$ cat src/rtl/misr_bist_pkg.sv
// Shared types and defaults for the MISR BIST capture sequencer.
// Optional feature macro: MISR_BIST_MASK_EN (see misr_bist_ctrl).
package misr_bist_pkg;

    typedef enum logic [2:0] {
        IDLE   = 3'd0,
        CLEAR  = 3'd1,
        RUN    = 3'd2,
        DRAIN  = 3'd3,
        SAMPLE = 3'd4,
        DONE   = 3'd5
    } bist_state_e;

    localparam int N_DEF     = 64;
    localparam int CNT_W_DEF = 32;
    localparam int LAT_DEF   = 2;

    // Value the MISR loads while its clear is asserted.
    localparam int unsigned SIG_SEED = 1;

endpackage

$ cat src/rtl/bist_en_delay.sv
// LAT-deep single-bit delay line with synchronous active-high clear.
// LAT=0 degenerates to a wire.
module bist_en_delay #(
    parameter int LAT = 2
) (
    input  logic clk,
    input  logic clr,
    input  logic din,
    output logic dout
);

    generate
        if (LAT == 0) begin : g_pass
            assign dout = din;
        end else begin : g_sr
            logic [LAT-1:0] sr_q;
            logic [LAT-1:0] sr_d;

            // Shift one stage per cycle, new bit enters at bit 0.
            always_comb begin
                sr_d    = sr_q << 1;
                sr_d[0] = din;
            end

            // Stage registers; clear flushes everything in flight.
            always_ff @(posedge clk) begin
                if (clr) sr_q <= '0;
                else     sr_q <= sr_d;
            end

            assign dout = sr_q[LAT-1];
        end
    endgenerate

endmodule

$ cat src/rtl/misr_bist_ctrl.sv
// BIST capture sequencer: clears the MISR, runs the stimulus for M cycles,
// delays the MISR enable by the DUT latency, then samples and checks the
// signature. Define MISR_BIST_MASK_EN to add a per-bit don't-care mask.
module misr_bist_ctrl
    import misr_bist_pkg::*;
#(
    parameter int N     = N_DEF,
    parameter int CNT_W = CNT_W_DEF,
    parameter int LAT   = LAT_DEF
) (
    input  logic             clk,
    input  logic             rst,
    input  logic             start_i,
    input  logic [CNT_W-1:0] num_cycles_i,
    input  logic [N-1:0]     golden_i,
    input  logic [N-1:0]     sig_i,
`ifdef MISR_BIST_MASK_EN
    input  logic [N-1:0]     mask_i,
`endif
    output logic             stim_en_o,
    output logic             misr_en_o,
    output logic             misr_clr_n_o,
    output logic             busy_o,
    output logic             done_o,
    output logic             pass_o,
    output logic [N-1:0]     sig_o
);

    bist_state_e      state_q, state_d;
    logic [CNT_W-1:0] cnt_q, cnt_d;
    logic [N-1:0]     sig_q, sig_d;
    logic             pass_q, pass_d;
    logic             drain_pulse;
    logic             drain_done;
    logic [N-1:0]     care;

`ifdef MISR_BIST_MASK_EN
    assign care = ~mask_i;
`else
    assign care = '1;
`endif

    // Next-state, counter and result capture.
    always_comb begin
        state_d     = state_q;
        cnt_d       = cnt_q;
        sig_d       = sig_q;
        pass_d      = pass_q;
        drain_pulse = 1'b0;
        case (state_q)
            IDLE, DONE: begin
                if (start_i) begin
                    cnt_d   = num_cycles_i;
                    pass_d  = 1'b0;
                    state_d = CLEAR;
                end
            end
            CLEAR: begin
                if (cnt_q != '0) begin
                    state_d = RUN;
                end else begin
                    drain_pulse = 1'b1;
                    state_d     = (LAT == 0) ? SAMPLE : DRAIN;
                end
            end
            RUN: begin
                cnt_d = cnt_q - CNT_W'(1);
                if (cnt_q == CNT_W'(1)) begin
                    drain_pulse = 1'b1;
                    state_d     = (LAT == 0) ? SAMPLE : DRAIN;
                end
            end
            DRAIN: begin
                if (drain_done) state_d = SAMPLE;
            end
            SAMPLE: begin
                sig_d   = sig_i;
                pass_d  = ~|((sig_i ^ golden_i) & care);
                state_d = DONE;
            end
            default: state_d = IDLE;
        endcase
    end

    // State, counter and result registers.
    always_ff @(posedge clk) begin
        if (rst) begin
            state_q <= IDLE;
            cnt_q   <= '0;
            sig_q   <= '0;
            pass_q  <= 1'b0;
        end else begin
            state_q <= state_d;
            cnt_q   <= cnt_d;
            sig_q   <= sig_d;
            pass_q  <= pass_d;
        end
    end

    assign stim_en_o    = (state_q == RUN);
    assign misr_clr_n_o = (state_q != CLEAR);
    assign busy_o       = (state_q == CLEAR) || (state_q == RUN) ||
                          (state_q == DRAIN) || (state_q == SAMPLE);
    assign done_o       = (state_q == DONE);
    assign pass_o       = pass_q;
    assign sig_o        = sig_q;

    // MISR enable trails the stimulus enable by the DUT latency.
    bist_en_delay #(.LAT(LAT)) u_en_dly (
        .clk  (clk),
        .clr  (rst),
        .din  (stim_en_o),
        .dout (misr_en_o)
    );

    // A marker launched on the last stimulus cycle pops out on the last
    // DRAIN cycle, i.e. when the final delayed enable reaches the MISR.
    bist_en_delay #(.LAT(LAT)) u_drain_dly (
        .clk  (clk),
        .clr  (rst),
        .din  (drain_pulse),
        .dout (drain_done)
    );

endmodule

$ cat config.mk
export PLATFORM = sky130hd
export DESIGN_NAME = misr_bist_ctrl
export DESIGN_NICKNAME = d
export VERILOG_FILES = /design/src/rtl/misr_bist_pkg.sv /design/src/rtl/bist_en_delay.sv /design/src/rtl/misr_bist_ctrl.sv
export SDC_FILE = /design/constraint.sdc
export NUM_CORES = 1
export LEC_CHECK = 0
export ABC_CLOCK_PERIOD_IN_PS = 7600
export BUFFER_PORTS_ARGS = -buffer_cell sky130_fd_sc_hd__buf_2
export CELL_PAD_IN_SITES_DETAIL_PLACEMENT = 0
export CELL_PAD_IN_SITES_GLOBAL_PLACEMENT = 1
export CORE_MARGIN = 2
export CORE_UTILIZATION = 32
export CTS_BUF_LIST = sky130_fd_sc_hd__clkbuf_2 sky130_fd_sc_hd__clkbuf_4 sky130_fd_sc_hd__clkbuf_8
export CTS_CLUSTER_DIAMETER = 150
export DETAILED_ROUTE_END_ITERATION = 8
export PLACE_DENSITY = 0.86
export RECOVER_POWER = 25
export SLEW_MARGIN = 20
export SYNTH_ARGS = -nofsm -noshare
export SYNTH_HDL_FRONTEND = slang
export SYNTH_SLANG_ARGS = --single-unit
$ cat constraint.sdc
create_clock -name clk -period 7.6 [get_ports clk]
set_clock_uncertainty 0.2 [all_clocks]
set_input_delay 1.52 -clock clk [delete_from_list [all_inputs] [get_ports clk]]
set_output_delay 1.52 -clock clk [all_outputs]
set_load 0.02 [all_outputs]
Word level (Yosys, flattened, before mapping)
Cells that the tools add are included.
{"block": "totals", "regBits": 104, "inputBits": 163, "out_inout_bits": 70}
{"block": "op_classes", "add_sub_neg": 1, "n_eq_ne": 10, "mux": 12, "bitwise_logic": 1, "reduce_logical": 13}
{"cell": "$pmux 32 s2", "count": 1}
{"cell": "$reduce_or 64->1", "count": 1}
{"cell": "$xor 64x64->64", "count": 1}
{"cell": "$eq 32x1->1 const B", "count": 1}
{"cell": "$mux 32", "count": 1}
{"cell": "$reduce_bool 32->1", "count": 1}
{"cell": "$sub 32x1->32 const B", "count": 1}
{"cell": "$pmux 3 s5", "count": 1}
{"cell": "$mux 3", "count": 3}
{"cell": "$eq 3x2->1 const B", "count": 2}
{"cell": "$eq 3x3->1 const B", "count": 2}
{"cell": "$mux 1", "count": 4}
{"cell": "$ne 2x2->1 const B", "count": 2}
{"cell": "$pmux 1 s2", "count": 2}
{"cell": "$reduce_and 2->1", "count": 2}
{"cell": "$reduce_bool 2->1", "count": 2}
{"cell": "$eq 3x1->1 const B", "count": 1}
{"cell": "$logic_not 3->1", "count": 1}
{"cell": "$logic_or 1x1->1", "count": 3}
{"cell": "$ne 3x1->1 const B", "count": 1}
{"cell": "$reduce_and 3->1", "count": 1}
{"cell": "$ne 2x1->1 const B", "count": 1}
{"cell": "$reduce_or 2->1", "count": 1}
{"cell": "$logic_not 1->1", "count": 1}

Logic depth before layout (Yosys ltp)
Gate-level depths: netlist (run 1).
{"block": "depth", "word_depth": 4, "depth_mapped": 7}

Cells and area by module
From an unflattened synthesis (run 1), not the netlist that was laid out.
{"block": "hier_totals", "cells_unflattened": 660, "hier_area_um2": 5083.6}
{"mod": "misr_bist_ctrl", "instances": 1, "cells_each": 652, "area_per_inst_um2": 4978.5, "seq_area_each_um2": 2001.9}
{"mod": "bist_en_delay", "instances": 2, "cells_each": 4, "area_per_inst_um2": 52.6, "seq_area_each_um2": 40.0}

Worst setup path before layout (run 1)
Ideal clock, no wire load.
{"block": "synth_path", "path_kind": "register to output", "start": "reg state_q[2]", "end": "out stim_en_o", "arrival_time_ns": 1.364, "required_ns": 5.880, "slack_ns": 4.516, "path_stages_with_launch": 4, "n_path_buf": 1, "path_cell_list": "dfxtp_1 > or3b_2 > inv_1 > buf_1"}
{"block": "synth_via", "elab_chain_len": 1}
{"item": "start, declared", "line": "misr_bist_ctrl.sv:29", "text": "bist_state_e state_q, state_d;"}
{"item": "start signal, assigned", "line": "misr_bist_ctrl.sv:93", "text": "state_q <= state_d;"}
{"item": "$eq 3x2->1", "line": "misr_bist_ctrl.sv:100", "text": "assign stim_en_o = (state_q == RUN);"}
{"item": "end, declared", "line": "misr_bist_ctrl.sv:20", "text": "output logic stim_en_o,"}
Every way passes these cells.

Final worst setup path (run 1)
{"block": "layout_path", "start": "reg state_q[1]", "end": "out stim_en_o"}
Same word-level chain as after synthesis.

==> flow_metrics.tcl, run 1 <==
set metrics [dict create \
    synthArstFlopShare_pct 0 \
    startpoint "state_q[1]" \
    cts.clk_slew.worst_paths_ps 100 \
    cts_buffer_depth 2 \
    drc 0 \
    grt_start_max_net_pins 65 \
    dieArea_mm2 0.01680 \
    max_freq_mhz 266.1 \
    final_hold_viol_count 0 \
    areaGrowthSynthToFinish_pct 30.01 \
    cts.repair.resized 0 \
    worst_pin_slew_ps 2919 \
    ys_seq_area_share_pct 41.24 \
    wire_per_inst_um 15.61 \
    die_h_um 129.6 \
    grt_pass1_wl_um 25190 \
    ys.warnings.count 0 \
    yosys.area.top_type "dfxtp_1" \
    layoutNonFillerInstCount 1069 \
    timing.rr.start "state_q[1]" \
    regArea_mm2 0.002082 \
    crit_path_max_fanout 16 \
    ctsRootBufferMaster "clkbuf_8" \
    numCtsBuffers 9 \
    finalCriticalPeriod_ps 3758 \
    post-route-period-util_pct 49.45 \
    vdd_ir_drop_max_v 0.00007295 \
    reg2regPathDepth 5 \
    worstSkewPairLatency_ps 390 \
    yosys.cell_types.count 48 \
    rows 45 \
    antenna_found_initial 0 \
    syn-instance-count 645 \
    rsz0062_at_grt "no" \
    cts.sinks 104 \
    report.final.slew_viol_count 65 \
    synth_nets 810 \
    dpl.hpwl_um 12570 \
    nNetsFinal 1017 \
    rrSetupSlack_ps 3900 \
    dp.cells 1052 \
    status "finished with violations" \
    worst-setup-path-type "reg2out" \
    final_util_pct 42.86 \
    grt_pass1_vias 4836 \
    design.core.area_mm2 0.01531 \
    fillers 1665 \
    powerDensity_mw_per_mm2 178.4 \
    synthFlopType "dfxtp_1" \
    setup_tns_ps 0 \
    drt_pre_antenna_iters 5 \
    worstHoldPathType "reg2reg" \
    postRouteAntennaNets 0 \
    final_common_cell "buf_2" \
    setup_viol 0 \
    post_cts_buffers 0 \
    rr_endpoint "sig_o[23]" \
    vias_per_cell 4.906 \
    initial_core_util_pct 32.97 \
    ctsHoldBuffers 0 \
    synthTopCellsByArea "dfxtp_1, nand2_1, xnor2_1" \
    max_slew_margin_pct -94.57 \
    gp_congestion 0.7874 \
    multi_input_area_mm2 0.002790 \
    synth_area_mm2 0.005049 \
    num_vias 5244 \
    cp-end-kind "output pin" \
    synthDominantCellAreaShare_pct 41.24 \
    routed_wl_um 16690 \
    cp.required_ps 5880 \
    p_leak_nw 2.654 \
    die_w_um 129.6 \
    min-delay-start "u_en_dly.g_sr.sr_q[0]" \
    grt-ovfl-total 0 \
    cts_max_level 3 \
    drive_above_1_share_pct 30.57 \
    cts_tree "built" \
    ys_ff_latch 104 \
    worstPathArrival_ps 2040 \
    grt.total_usage_pct 19.53 \
    dr.first_iter.drc_count 362 \
    worstSetupStartpointType "flip-flop" \
    synth_edf_count 0 \
    whs_path_depth 1 \
    syn_area_per_cell_um2 7.827 \
    layout_common_cells "buf_2, nand2_1, dfxtp_1, a21oi_1, xnor2_1" \
    violations "max-capacitance violations, max-slew violations" \
    ioPinCount 233 \
    whs_endpoint "u_en_dly.g_sr.sr_q[1]" \
    io_buffers 232 \
    cap_violations 1 \
]
-- layer usage --
layer	track usage, %	vias to the layer above	routed length, um	part of all wire (%)
li1	-	2654	-	-
met1	23.55	2382	6948	42
met2	33.63	190	8310	50
met3	5.904	18	1167	7.0
met4	5.629	0	261	1.6
met5	0	-	0	0
-- synth_stat cells (6+ instances only) --
| cell | n |
|---|---|
| xor2_1 | 9 |
| nand3_1 | 7 |
| a21oi_1 | 85 |
| o21ai_0 | 7 |
| o211ai_1 | 6 |
| nor2_1 | 27 |
| xnor2_1 | 59 |
| clkbuf_1 | 32 |
| o311ai_0 | 9 |
| nand4_1 | 20 |
| dfxtp_1 | 104 |
| or3_1 | 9 |
| nor3_1 | 13 |
| buf_1 | 6 |
| nor4_1 | 11 |
| or4_1 | 7 |
| nand2_1 | 157 |
| a31oi_1 | 12 |
| inv_1 | 8 |
-- flip-flops by register name, indices dropped and copies added, names as in the netlist --
signal	count
sig_o	64
pass_o	1
u_drain_dly.g_sr.sr_q	2
cnt_q	32
u_en_dly.g_sr.sr_q	2
state_q	3
-- metrics by stage --
step                setup slack [ps]  total power, W  cell area (um2)  hold WS (ps)
floorplan                       4516       0.0007177             5049         213.8
global placement                4287       0.0008066             6360         219.3
detailed placement              4274       0.0008076             6360         220.4
CTS                             3825        0.001188             6565         244.3
global route                    3467        0.001234             6561         263.7
finish                          3842        0.001171             6564         241.2
-- critical path, cell delays in order (launching register included) --
cell	delay [ps]
dfxtp_1	520
or3b_2	540
inv_1	340
buf_2	250
-- layout make-up --
class	instances	share of cell area (%)
multi-input combinational	493	42.51
sequential	104	31.72
timing repair buffer	236	18.13
tap	211	4.022
clock buffer	9	1.887
clock inverter	7	1.239
inverter	8	0.4575
antenna	1	0.03812
-- where the power goes --
group / internal [W] / leakage, nW / total, W / switching (W)
Combinational: 0.0000949 / 1.71 / 0.000216 / 0.000121
Sequential: 0.000562 / 0.844 / 0.000579 / 0.0000178
Clock: 0.000158 / 0.102 / 0.000376 / 0.000218
-- worst max path at each step --
stage and end:
2_1_floorplan stim_en_o, 3_3_place_gp cnt_q[27], 3_5_place_dp stim_en_o, 4_1_cts stim_en_o, 5_1_grt sig_o[1], 6_report stim_en_o
-- kinds of logic after synthesis --
kind of cell,after synthesis,synth area share [%]
buf+inv,48,3.618
xor+xnor,68,11.80
flops,104,41.24
simple gates,277,25.33
fa+ha+maj,2,0.4956
compound gates,142,16.65
mux,4,0.8674
(Power assumes the default switching activity.)
==> run 2: changes to the inputs <==
--- a/config.mk
+++ b/config.mk
@@ -5,7 +5,7 @@
 export SDC_FILE = /design/constraint.sdc
 export NUM_CORES = 1
 export LEC_CHECK = 0
-export ABC_CLOCK_PERIOD_IN_PS = 7600
+export ABC_CLOCK_PERIOD_IN_PS = 3600
 export BUFFER_PORTS_ARGS = -buffer_cell sky130_fd_sc_hd__buf_2
 export CELL_PAD_IN_SITES_DETAIL_PLACEMENT = 0
 export CELL_PAD_IN_SITES_GLOBAL_PLACEMENT = 1
==> constraint.sdc (replaced) <==
create_clock -name clk -period 3.6 [get_ports clk]
set_clock_uncertainty 0.2 [all_clocks]
set_input_delay 0.72 -clock clk [delete_from_list [all_inputs] [get_ports clk]]
set_output_delay 0.72 -clock clk [all_outputs]
set_load 0.02 [all_outputs]
==> run 2 against run 1 <==
- critical path type unchanged
- non-clock buffer count increased by 3
- sequential power rose by 110%
- critical path depth unchanged
- highest routed layer unchanged
- worst hold slack improved by 4.8 ps
- sequential share of layout area grew 0.20 points
- final area shrank 0.63%
- the flow now finishes without violations
- clock power is 87% higher
- core utilization is 0.27 points lower
- total power is 100% higher
- first-iteration DRC count is 38% lower
- die area did not move
==> flow_metrics.tcl, run 2 (same netlist as run 1, synthesis figures left out) <==
set metrics [dict create \
    max_slew_margin_pct 57.13 \
    timing.final.ws_setup_ps 606.4 \
    cts_max_level 3 \
    stdcell_area_mm2 0.006523 \
    fillers 1611 \
    ctsHoldBuffers 0 \
    dpl.hpwl_um 12600 \
    antenna_found_initial 0 \
    cap_violations 0 \
    design.core.area_mm2 0.01531 \
    drt_pre_antenna_iters 5 \
    ioPinCount 233 \
    areaGrowthSynthToFinish_pct 29.19 \
    grt.total_usage_pct 19.23 \
    worstSkewPairLatency_ps 390 \
    ctsRootBufferMaster "clkbuf_8" \
    final_common_cell "buf_2" \
    cts.sinks 104 \
    crit_path_top_delay_cell "or3b_2" \
    cp.required_ps 2680 \
    cts.clk_slew.worst_paths_ps 100 \
    setup_tns_ps 0 \
    pre_cts_ws_ps 880.9 \
    regArea_mm2 0.002082 \
    initial_core_util_pct 32.97 \
    rr_endpoint "cnt_q[28]" \
    crit_path_max_fanout 16 \
    final_hold_viol_count 0 \
    worst_pin_slew_ps 643.0 \
    setup_viol 0 \
    rsz0062_at_grt "no" \
    layout_common_cells "buf_2, nand2_1, dfxtp_1, a21oi_1, xnor2_1" \
    startpoint "state_q[1]" \
    status "finished, final reports clean" \
    rows 45 \
    nNetsFinal 1020 \
    post-route-period-util_pct 83.15 \
    worstPathArrival_ps 2070 \
    worst-setup-path-type "reg2out" \
    reg2regPathDepth 6 \
    place_area_mm2 0.006395 \
    num_vias 5235 \
    wire_per_inst_um 15.49 \
    worstSetupStartpointType "flip-flop" \
    numCtsBuffers 9 \
    vias_per_cell 4.893 \
    die_w_um 129.6 \
    drive_above_1_share_pct 26.31 \
    cp-end-kind "output pin" \
    cts_buffer_depth 2 \
    io_buffers 232 \
    slowest_delay_ps 550 \
    timing.rr.start "state_q[1]" \
    grt_start_max_net_pins 56 \
    cts.repair.resized 0 \
    largest_reg_flops 64 \
    grt_pass1_wl_um 24830 \
    report.final.slew_viol_count 0 \
    die_h_um 129.6 \
    postRouteAntennaNets 0 \
    grt_pass1_vias 4705 \
    finalCriticalPeriod_ps 2994 \
    cts_tree "built" \
    dieArea_mm2 0.01680 \
    cp_cell_sequence "or3b_2 -> inv_1 -> buf_2" \
    max_freq_mhz 334.0 \
    powerDensity_mw_per_mm2 366.5 \
    gp_congestion 0.8187 \
    drc 0 \
    critPathCapture "stim_en_o" \
    multi_input_area_mm2 0.002790 \
    n_antenna_cell 0 \
    worstHoldPathType "reg2reg" \
    rrSetupSlack_ps 780 \
    vdd_ir_drop_max_v 0.0001946 \
    dr.first_iter.drc_count 223 \
    routed_wl_um 16580 \
    post_cts_buffers 0 \
    p_leak_nw 2.485 \
    grt-ovfl-total 0 \
]
-- run 2: layout make-up --
class                   instances  share of cell area, %
multi-input cells             493                  42.78
flip-flops and latches        104                  31.92
repair buffers                239                  18.09
well taps                     211                  4.048
clock buffers                   9                  1.899
clock inverters                 6                 0.8057
inverters                       8                 0.4604
-- run 2: power breakdown --
| group | internal, W | switching [W] | leakage (nW) | total (W) |
|---|---|---|---|---|
| clock | 0.000259 | 0.000445 | 0.0842 | 0.000704 |
| sequential | 0.00119 | 0.0000373 | 0.844 | 0.00122 |
| combinational | 0.000206 | 0.000258 | 1.56 | 0.000463 |
| total | 0.00165 | 0.000740 | 2.48 | 0.00239 |
-- run 2: how the worst min path moves through the flow --
| stage | to | slack [ps] | startpoint | depth (start not counted) |
|---|---|---|---|---|
| finish | u_drain_dly.g_sr.sr_q[1] | 250 | u_drain_dly.g_sr.sr_q[0] | 1 |
| detailed placement | u_drain_dly.g_sr.sr_q[1] | 220 | u_drain_dly.g_sr.sr_q[0] | 1 |
| global placement | u_en_dly.g_sr.sr_q[1] | 220 | u_en_dly.g_sr.sr_q[0] | 1 |
| global route | u_drain_dly.g_sr.sr_q[1] | 260 | u_drain_dly.g_sr.sr_q[0] | 1 |
| CTS | u_drain_dly.g_sr.sr_q[1] | 250 | u_drain_dly.g_sr.sr_q[0] | 1 |
| floorplan | u_drain_dly.g_sr.sr_q[1] | 210 | u_drain_dly.g_sr.sr_q[0] | 1 |
-- run 2: worst max-delay path: cells and delay by family, from the launching register on --
family	cells	cell delay, ps
simple gates	1	550
buf+inv	2	620
flops	1	520
-- run 2: per-stage QoR --
step           power [W]  std cells  hold WS, ps  utilization [%]
6_report        0.002390       1070        246.0            42.59
5_1_grt         0.002518       1070        258.9            42.59
4_1_cts         0.002418       1070        248.4            42.91
3_5_place_dp    0.001712       1055        223.9            41.76
3_3_place_gp    0.001712       1055        217.8            41.76
2_1_floorplan   0.001515        645        213.8                -
-- run 2: per-layer routing --
layer	vias up	wire length (um)	part of all wire, %	GRT usage, %
met5	-	0	0	0
li1	2666	-	-	-
met4	0	191	1.2	4.175
met2	182	8322	50	33.20
met1	2375	6962	42	23.57
met3	12	1098	6.6	5.945
==> run 3: changes to the inputs <==
--- a/config.mk
+++ b/config.mk
@@ -5,7 +5,8 @@
 export SDC_FILE = /design/constraint.sdc
 export NUM_CORES = 1
 export LEC_CHECK = 0
-export ABC_CLOCK_PERIOD_IN_PS = 3600
+export ABC_AREA = 1
+export ABC_CLOCK_PERIOD_IN_PS = 3000
 export BUFFER_PORTS_ARGS = -buffer_cell sky130_fd_sc_hd__buf_2
 export CELL_PAD_IN_SITES_DETAIL_PLACEMENT = 0
 export CELL_PAD_IN_SITES_GLOBAL_PLACEMENT = 1
==> constraint.sdc (replaced) <==
create_clock -name clk -period 3 [get_ports clk]
set_clock_uncertainty 0.2 [all_clocks]
set_input_delay 0.6 -clock clk [delete_from_list [all_inputs] [get_ports clk]]
set_output_delay 0.6 -clock clk [all_outputs]
set_load 0.02 [all_outputs]
==> run 3 against run 2 <==
- die area increased by 16%
- global-route usage grew 0.17 points
- combinational power rose to 7.1 times the previous value
- register-to-register slack better by 160 ps
- count of clock-buffer cells in the layout is 2 higher
- core utilization fell by 1.5 points
- non-clock buffer count up 2
- worst hold slack worse by 32 ps
- clock power increased by 24%
- first-iteration DRC count grew 55%
- critical endpoint unchanged
==> flow_metrics.tcl, run 3 <==
set metrics [dict create \
    status "finished, final reports clean" \
    max_slew_margin_pct 12.67 \
    die_w_um 139.4 \
    n_antenna_cell 0 \
    synth_nets 1110 \
    fillers 1988 \
    io_buffers 232 \
    cp-end-kind "output pin" \
    drc 0 \
    post_cts_buffers 0 \
    num_vias 6469 \
    min-delay-start "u_drain_dly.g_sr.sr_q[0]" \
    ioPinCount 233 \
    layout_common_cells "nand2_1, nor2_1, buf_2, dfxtp_1, inv_1" \
    max_freq_mhz 421.1 \
    report.final.slew_viol_count 0 \
    vias_per_cell 4.627 \
    setup_viol 0 \
    grt-ovfl-total 0 \
    gp_congestion 0.8718 \
    worstSetupStartpointType "flip-flop" \
    rows 49 \
    synthDominantCellAreaShare_pct 35.49 \
    ctsRootBufferMaster "clkbuf_8" \
    grt_pass1_wl_um 30260 \
    whs_endpoint "u_drain_dly.g_sr.sr_q[1]" \
    drt_pre_antenna_iters 5 \
    initial_core_util_pct 32.66 \
    areaGrowthSynthToFinish_pct 25.74 \
    crit_path_max_fanout 20 \
    cts_tree "built" \
    dr.first_iter.drc_count 345 \
    finalCriticalPeriod_ps 2375 \
    largest_reg_flops 64 \
    routed_wl_um 19240 \
    cts.clk_slew.worst_paths_ps 110 \
    dpl.hpwl_um 15130 \
    design.core.area_mm2 0.01796 \
    worst_pin_slew_ps 1310 \
    nNetsFinal 1329 \
    worstPathArrival_ps 1570 \
    rsz0062_at_grt "no" \
    ys_ff_latch 104 \
    pre_cts_ws_ps 1005 \
    whs_path_depth 2 \
    dieArea_mm2 0.01943 \
    rr_endpoint "pass_o" \
    synth_area_mm2 0.005867 \
    worst-setup-path-type "reg2out" \
    antenna_found_initial 2 \
    grt_start_max_net_pins 53 \
    cts.sinks 104 \
    synth_edf_count 0 \
    yosysMostFrequentCell "nand2_1" \
    die_h_um 139.4 \
    vdd_ir_drop_max_v 0.0003261 \
    reg2regPathDepth 7 \
    worstHoldPathType "reg2reg" \
    syn-instance-count 945 \
    timing.rr.start "state_q[2]" \
    yosys.area.top_type "dfxtp_1" \
    cp.required_ps 2200 \
    synthFlopType "dfxtp_1" \
    ys_seq_area_share_pct 35.49 \
    final_util_pct 41.07 \
    cts.repair.resized 0 \
    timing.final.ws_setup_ps 625.1 \
    ctsHoldBuffers 0 \
    ys.warnings.count 0 \
    post-route-period-util_pct 79.16 \
    grt.total_usage_pct 19.40 \
    postRouteAntennaNets 0 \
    synth.cells.most_frequent "nand2_1, nor2_1, dfxtp_1" \
    powerDensity_mw_per_mm2 856.6 \
    wire_per_inst_um 13.76 \
    syn_area_per_cell_um2 6.208 \
    p_leak_nw 3.749 \
    cts_max_level 3 \
    drive_above_1_share_pct 20.44 \
    numCtsBuffers 9 \
    worstSkewPairLatency_ps 380 \
    cap_violations 0 \
    setup_tns_ps 0 \
    final_hold_viol_count 0 \
    grt_pass1_vias 5977 \
    rrSetupSlack_ps 940 \
    synthTopCellsByArea "dfxtp_1, nand2_1, nor2_1" \
    final_common_cell "nand2_1" \
    synthArstFlopShare_pct 0 \
    cts_buffer_depth 2 \
    yosys.cell_types.count 36 \
]
run 3: report_power, final:
group | leakage, nW | switching, W | internal [W]
clock | 0.0937 | 0.000533 | 0.000341
sequential | 0.850 | 0.000341 | 0.00182
combinational | 2.80 | 0.00224 | 0.00104
total | 3.75 | 0.00311 | 0.00321
run 3: worst max path at each step:
stage / start / cells past startpoint / slack (ps) / end
final: state_q[2] / 4 / 630 / stim_en_o
after global placement: state_q[2] / 7 / 1010 / pass_o
after detailed placement: start_i / 8 / 1000 / cnt_q[20]
after CTS: state_q[2] / 4 / 610 / stim_en_o
after global routing: state_q[2] / 4 / 490 / stim_en_o
after floorplan: state_q[2] / 5 / 1070 / busy_o
run 3: layer usage:
layer  global-route usage [%]  part of all wire (%)  vias up
met2                    33.49                    49      167
met4                    6.805                   2.0        2
li1                         -                     -     3401
met1                    23.16                    42     2877
met5                        0                 0.083        -
met3                    5.334                   6.9       22
run 3: cells by family after synthesis:
kind of cell / count (synthesis) / share of synthesized area [%]
AO/OA/AOI/OAI: 165 / 15.04
XOR/XNOR: 29 / 4.329
adder cells (fa/ha/maj): 2 / 0.4265
buffers and inverters: 142 / 9.575
flip-flops: 104 / 35.49
AND/OR/NAND/NOR: 503 / 35.15
run 3: stage by stage:
step           cells  hold WS [ps]  instance area, um2  total power, W
6_report        1398         214.2                7377        0.006319
3_3_place_gp    1382         200.5                7248        0.005498
5_1_grt         1398         243.0                7377        0.006882
4_1_cts         1398         211.7                7432        0.006405
2_1_floorplan    945         188.3                5867        0.004485
3_5_place_dp    1382         201.3                7248        0.005499
run 3: final cells by class:
type,count,area (um2),area share [%]
Multi-Input combinational cell,699,3228,43.76
Inverter,109,410.4,5.563
Clock inverter,5,38.79,0.5258
Tap cell,229,286.5,3.884
Sequential cell,104,2082,28.22
Timing Repair Buffer,241,1186,16.08
Clock buffer,11,145.1,1.967
run 3: worst max-delay path: stages (launching register included):
cell and delay (ps):
dfxtp_1 390, inv_1 140, nand3_4 130, inv_2 300, buf_2 230
